<file path="src/rtl/power_spectrum.sv">
// power_spectrum: squares FFT bin magnitudes into a Q15 periodogram stream
// buffered by a show-ahead FIFO with credit-based input back-pressure.
module power_spectrum #(
  parameter int IN_W       = 16,
  parameter int Q          = 15,
  parameter int FFT_SIZE   = 512,
  parameter int NUM_BINS   = 257,
  parameter int FIFO_DEPTH = 8
) (
  input  logic                   clk,
  input  logic                   rst,
  input  logic signed [IN_W-1:0] fft_re,
  input  logic signed [IN_W-1:0] fft_im,
  input  logic                   fft_valid,
  input  logic                   fft_last,
  output logic                   fft_ready,
  output logic signed [31:0]     pgram_data,
  output logic                   pgram_valid,
  output logic                   pgram_last,
  input  logic                   pgram_ready,
  output logic                   frame_err
);
  localparam int BW = $clog2(FFT_SIZE);
  localparam int AW = $clog2(FIFO_DEPTH);
  localparam int PW = 2 * IN_W;
  logic [BW-1:0] bin_idx;
  logic s1_valid, s1_last, s2_valid, s2_last;
  logic [PW-1:0] rr, ii;
  logic signed [PW-1:0] re_x, im_x;
  logic [31:0] p;
  logic [32:0] mem [FIFO_DEPTH];
  logic [AW-1:0] wr_ptr, rd_ptr;
  logic [AW:0] count;
  logic [AW+1:0] used;
  logic [PW:0] sum;
  logic accept, keep, pop;
  // In-flight pipeline entries hold reserved FIFO slots, so the pipeline never stalls.
  always_comb begin
    used        = (AW+2)'(count) + (AW+2)'(s1_valid) + (AW+2)'(s2_valid);
    fft_ready   = used < (AW+2)'(FIFO_DEPTH);
    accept      = fft_valid && fft_ready;
    keep        = {1'b0, bin_idx} < (BW+1)'(NUM_BINS);
    re_x        = PW'(fft_re);
    im_x        = PW'(fft_im);
    sum         = (PW+1)'(rr) + (PW+1)'(ii);
    pgram_valid = count != '0;
    pop         = pgram_valid && pgram_ready;
    pgram_data  = pgram_valid ? mem[rd_ptr][31:0] : '0;
    pgram_last  = pgram_valid && mem[rd_ptr][32];
  end
  always_ff @(posedge clk or posedge rst)
    if (rst) begin
      bin_idx   <= '0;
      frame_err <= 1'b0;
      s1_valid  <= 1'b0;
      s1_last   <= 1'b0;
      s2_valid  <= 1'b0;
      s2_last   <= 1'b0;
      rr        <= '0;
      ii        <= '0;
      p         <= '0;
      wr_ptr    <= '0;
      rd_ptr    <= '0;
      count     <= '0;
    end else begin
      if (accept) bin_idx <= fft_last ? '0 : bin_idx + 1'b1;
      if (accept && fft_last && bin_idx != BW'(FFT_SIZE-1)) frame_err <= 1'b1;
      s1_valid <= accept && keep;
      s1_last  <= bin_idx == BW'(NUM_BINS-1);
      rr       <= re_x * re_x;
      ii       <= im_x * im_x;
      s2_valid <= s1_valid;
      s2_last  <= s1_last;
      p        <= 32'(sum >> Q);
      if (s2_valid) wr_ptr <= wr_ptr + 1'b1;
      if (pop) rd_ptr <= rd_ptr + 1'b1;
      count <= count + (AW+1)'(s2_valid) - (AW+1)'(pop);
    end
  always_ff @(posedge clk)
    if (s2_valid) mem[wr_ptr] <= {s2_last, p};
endmodule

</file>
<file path="config.mk">
export PLATFORM = sky130hd
export DESIGN_NAME = power_spectrum
export DESIGN_NICKNAME = d
export VERILOG_FILES = /design/src/rtl/power_spectrum.sv
export SDC_FILE = /design/constraint.sdc
export NUM_CORES = 2
export LEC_CHECK = 0
export ABC_AREA = 0
export CAP_MARGIN = 10
export CORE_ASPECT_RATIO = 0.7
export CORE_MARGIN = 2
export CORE_UTILIZATION = 45
export CTS_CLUSTER_SIZE = 10
export DETAILED_ROUTE_END_ITERATION = 10
export PLACE_DENSITY_LB_ADDON = 0.15
export SKIP_LAST_GASP = 1
export SLEW_MARGIN = 20
export SYNTH_ARGS = -nofsm -noshare
export SYNTH_HDL_FRONTEND = slang
export SYNTH_SLANG_ARGS = --single-unit
</file>
<file path="constraint.sdc">
create_clock -name clk -period 4.8 [get_ports clk]
set_input_delay 0.96 -clock clk [delete_from_list [all_inputs] [get_ports clk]]
set_output_delay 0.96 -clock clk [all_outputs]
set_load 0.01 [all_outputs]
</file>
Yosys cells after proc, flatten, opt, wreduce, memory -nomap -nowiden
Memory sizes are Yosys's and may differ from the RTL's.
Cells that the tools add are included.
{"block": "word_totals", "regBits": 106, "ramBits": 152, "inputBits": 37, "out_inout_bits": 36, "elab_cells": 38, "memories": 1}
{"block": "classes", "n_addsub": 8, "mul": 2, "n_lt_le_gt_ge": 2, "n_eq_ne": 2, "muxes": 4, "n_reduce_logical": 7}
{"name": "mem", "depth": 8, "width": 19, "rd": 1, "rd_ports_with_merged_regs": 0, "write_ports": 1, "line_no": "31", "rtl": "logic [32:0] mem [FIFO_DEPTH];"}
{"cell": "$mul 16x16->32", "n": 2}
{"cell": "$add 32x32->33", "n": 1}
{"cell": "$mux 32", "n": 1}
{"cell": "$add 9x1->9 const B", "n": 1}
{"cell": "$eq 9x9->1 const B", "n": 1}
{"cell": "$lt 9x9->1 const B", "n": 1}
{"cell": "$mux 9", "n": 1}
{"cell": "$ne 9x9->1 const B", "n": 1}
{"cell": "$add 3x1->3 const B", "n": 2}
{"cell": "$logic_and 1x1->1", "n": 6}
{"cell": "$add 4x1->5", "n": 1}
{"cell": "$add 5x1->5", "n": 1}
{"cell": "$lt 5x4->1 const B", "n": 1}
{"cell": "$add 4x1->4", "n": 1}
{"cell": "$reduce_bool 4->1", "n": 1}
{"cell": "$sub 4x1->4", "n": 1}
{"cell": "$mux 1", "n": 2}

Logic depth before layout (Yosys ltp)
{"block": "logic_depth", "ltp_word": 6, "ltp_mapped": 25, "ltp_nobuf": 23}

Worst setup path after synthesis
Ideal clock, no wire load.
{"block": "synth_path", "path_type": "input-to-reg", "start": "input port fft_im[15]", "end": "register ii[31]", "arrival_ns": 6.883, "required_time_ns": 4.720, "slack_ns": -2.163, "path_stages": 22, "n_path_buf": 3, "cell_sequence": "clkbuf_1 inv_1 clkbuf_1 nor2_1 fa_1 fa_1 fa_1 fa_1 fa_1 inv_1 fa_1 inv_1 ha_1 clkbuf_1 a21oi_1 o2111ai_1 a31oi_1 o21bai_1 a2111oi_0 o21ai_1 a21oi_1 xnor2_1"}
{"block": "synth_between", "elab_chain_cells": 1}
{"item": "from (decl)", "line_no": "13", "rtl": "input logic signed [IN_W-1:0] fft_im,"}
{"item": "$mul 16x16->32", "line_no": "71", "rtl": "ii <= im_x * im_x;"}
{"item": "to (signal assigned)", "line_no": "71"}
{"item": "to (decl)", "line_no": "28", "rtl": "logic [PW-1:0] rr, ii;"}
No other way between the ends.
A chain may end at the register's enable or synchronous reset.

Final worst setup path
{"block": "layout_path", "start": "input port fft_im[8]", "end": "register ii[23]"}
The elaborated chain is that of the path after synthesis.

==> reports/metrics.csv <==
metric,value,unit
core occupancy in the finished layout,58.9,%
post-synthesis area per instance,10.9,um2
final cell count without fillers,3960,
"Clk pin slew, worst setup/hold paths",0.06,ns
final wirelength,64.9,mm
drt wl/cell,16.4,um
outcome,"complete, but fails checks",
count of final max-slew check failures,0,
antenna violations before repair,3,
synthesized netlist cell count,2575,
Worst Setup Path Type,input pin to register,
GRT Resource Usage Total,21.0,%
number of routed nets with antenna violations,0,
fmax,167,MHz
via count of the first global-routing pass,20884,
share of synthesized registers carrying an async set or reset,40.2,%
wire length of the first global-routing pass,107,mm
H-Tree Depth,1,
Max-Cap Viols,0,
"leading cell type in the layout, fill and taps excluded",sky130_fd_sc_hd__inv_1,
highest fanout seen on the critical path,5,
distinct cell type count after synthesis,66,
violated checks,negative setup slack,
Crit path top cell by count,sky130_fd_sc_hd__fa_1,
Via density,4.88,
reg2reg setup slack,1.75,ns
CP endpoint,ii[23]$_DFF_PP0_,
final estimated routing congestion in global placement,0.865,
clock latency on the worst-skew pair,0.56,ns
total setup violations reported at the end of the flow,45,
Yosys reg bits,254,
"Data required, critical path",5.26,ns
number of synthesized flops with an enable pin,152,
Reg-to-Reg Start,count[2]$_DFF_PP0_,
dpl hpwl,52.9,mm
Die Y-Extent,213,um
number of filler cells placed in the layout,5113,
number of buffers added on ports,58,
CP cell instances,buf_8 -> and2_4 -> fa_1 -> inv_2 -> fa_2 -> fa_1 -> inv_1 -> fa_1 -> fa_1 -> inv_1 -> fa_1 -> inv_2 -> ha_4 -> a21o_1 -> a21o_1 -> a21o_1 -> a211o_4 -> a221o_1 -> a2111oi_4 -> nor3_2 -> xnor2_1,
post-route fraction of the period consumed by the critical path,125,%
Critical Path Start Type,input pin,
Worst Setup End Kind,register,
total DRC errors in the routed layout,0,
cell area after technology mapping,28000,um2
final-layout setup total negative slack,-33.90,ns
CP Data Arrival Time,6.45,ns
Slowest Stage Delay on Critical Path,0.57,ns
number of placement rows,76,
starting density of the core,45.5,%
deepest clock path buffer count,3,
Slew @ Worst Pin,0.953,ns
number of sinks on the clock net,254,
grt ovf,0,
placed instance count,3826,
worst r2r path cells,11,
Core Region,61500,um2
Nets,3849,
final worst clock skew,0.0114,ns
maximum number of pins on one net before global-route repair,62,
slowest CP cell,sky130_fd_sc_hd__fa_2,
fraction of layout cells with a size suffix above 1,30.3,%
cell at the root of the clock tree,sky130_fd_sc_hd__clkbuf_16,
minimum period implied by the final worst setup slack,6.00,ns
DR vias,19306,
worst relative slew slack,36.5,%
path category of the worst min-delay check,register to register,
portion of the post-synthesis area used by sequential elements,25.4,%
number of buffers inserted during clock tree synthesis,29,
Final Hold Vio Count,0,
chip width,302,um
number of warnings issued by yosys,0,
most used flip-flop cell after synthesis,sky130_fd_sc_hd__edfxtp_1,
number of optimization iterations in the first detailed-route pass,5,
I/O Pins,73,
area added between synthesis and finish,29.5,%
worst r2r dst,count[2]$_DFF_PP0_,
RSZ-0062 raised after global routing,true,
setup slack after layout,-1.20,ns
area of the die,64200,um2
"commonest non-fill, non-tap cells in the layout","sky130_fd_sc_hd__inv_1, sky130_fd_sc_hd__fa_1, sky130_fd_sc_hd__buf_4, sky130_fd_sc_hd__ha_1, sky130_fd_sc_hd__nand2_1",
TritonCTS clock tree,built,
post-route worst hold slack,0.359,ns
critical path startpoint,fft_im[8],
violation count after the first detailed-route iteration,901,
-- cell usage after synthesis, types with 7 or more instances --
library cell	number	area, um2
sky130_fd_sc_hd__a211oi_1	11	82.6
sky130_fd_sc_hd__a21o_1	40	300
sky130_fd_sc_hd__a21oi_1	73	365
sky130_fd_sc_hd__a31o_2	9	78.8
sky130_fd_sc_hd__and2_1	72	450
sky130_fd_sc_hd__and3_1	14	87.6
sky130_fd_sc_hd__buf_1	8	30.0
sky130_fd_sc_hd__buf_4	14	105
sky130_fd_sc_hd__clkbuf_1	54	203
sky130_fd_sc_hd__dfrtp_1	102	2550
sky130_fd_sc_hd__edfxtp_1	152	4560
sky130_fd_sc_hd__fa_1	469	9390
sky130_fd_sc_hd__ha_1	223	2790
sky130_fd_sc_hd__inv_1	645	2420
sky130_fd_sc_hd__mux2i_1	22	220
sky130_fd_sc_hd__mux4_2	38	856
sky130_fd_sc_hd__nand2_1	187	702
sky130_fd_sc_hd__nand2b_1	16	100
sky130_fd_sc_hd__nand3_1	24	120
sky130_fd_sc_hd__nand4_1	9	56.3
sky130_fd_sc_hd__nor2_1	116	435
sky130_fd_sc_hd__nor2b_1	7	43.8
sky130_fd_sc_hd__nor3_1	23	115
sky130_fd_sc_hd__o21a_1	14	105
sky130_fd_sc_hd__o21ai_0	37	185
sky130_fd_sc_hd__o21bai_1	9	67.6
sky130_fd_sc_hd__or2_2	8	50.1
sky130_fd_sc_hd__xnor2_1	77	674
sky130_fd_sc_hd__xor2_1	24	210
-- repair_timing --
| item | CTS | global route |
|---|---|---|
| endpoints found under the setup margin | 49 | 48 |
| gates resized for setup | 367 | 158 |
| buffers inserted | 64 | 35 |
| hold buffers | 0 | 0 |
| cloned | 3 | 0 |
| pin swaps | 197 | 157 |
-- layout make-up --
class / count / area (um2) / area share (%)
well taps: 819 / 1020 / 2.83
inverters: 646 / 2450 / 6.77
clock inverters: 1 / 20.0 / 0.0552
flip-flops and latches: 254 / 7120 / 19.6
repair buffers: 578 / 4970 / 13.7
multi-input cells: 1611 / 19800 / 54.7
diodes: 1 / 2.50 / 0.00690
clock buffers: 50 / 836 / 2.31
-- worst min path at each step --
stage	startpoint	to	slack [ns]	depth (start not counted)
2_1_floorplan	s1_last$_DFF_PP0_	s2_last$_DFF_PP0_	0.33	0
3_3_place_gp	s1_last$_DFF_PP0_	s2_last$_DFF_PP0_	0.35	0
3_5_place_dp	s1_last$_DFF_PP0_	s2_last$_DFF_PP0_	0.35	0
4_1_cts	s1_last$_DFF_PP0_	s2_last$_DFF_PP0_	0.36	0
5_1_grt	s1_last$_DFF_PP0_	s2_last$_DFF_PP0_	0.36	0
6_report	s1_last$_DFF_PP0_	s2_last$_DFF_PP0_	0.36	0
-- registers in the layout, summed over array words and instances, names as in the netlist, 3 cells and up --
| register | count |
|---|---|
| count | 4 |
| p | 18 |
| wr_ptr | 3 |
| ii | 30 |
| rr | 30 |
| mem | 152 |
| rd_ptr | 3 |
| bin_idx | 9 |
-- cell families after synthesis --
logic type / after synthesis / synth area share [%]
buf+inv: 723 / 9.89
fa+ha+maj: 692 / 43.5
simple gates: 494 / 8.19
flops: 254 / 25.4
compound gates: 248 / 5.86
xor+xnor: 101 / 3.16
mux: 62 / 3.93
other cells: 1 / 0.0134
-- stage by stage --
stage,setup WS (ns),instance area (um2)
2_1_floorplan,-1.59,28800
3_3_place_gp,-2.28,33200
3_5_place_dp,-2.35,33200
4_1_cts,-1.30,35500
5_1_grt,-1.29,36200
6_report,-1.20,36200
-- worst max-delay path, delay by kind of cell --
family / cells / cell delay (ns)
compound gates: 6 / 1.60
simple gates: 2 / 0.24
xor+xnor: 1 / 0.19
buf+inv: 5 / 0.33
fa+ha+maj: 7 / 3.15
-- per-layer routing --
layer,GRT usage (%),part of all wire (%)
met5,0,0
met4,2.03,0.65
met3,2.89,4.1
met2,33.7,47
met1,31.6,48
Power is not shown: default switching activity piles up to over one toggle a cycle in this logic, so the estimate is an artifact.
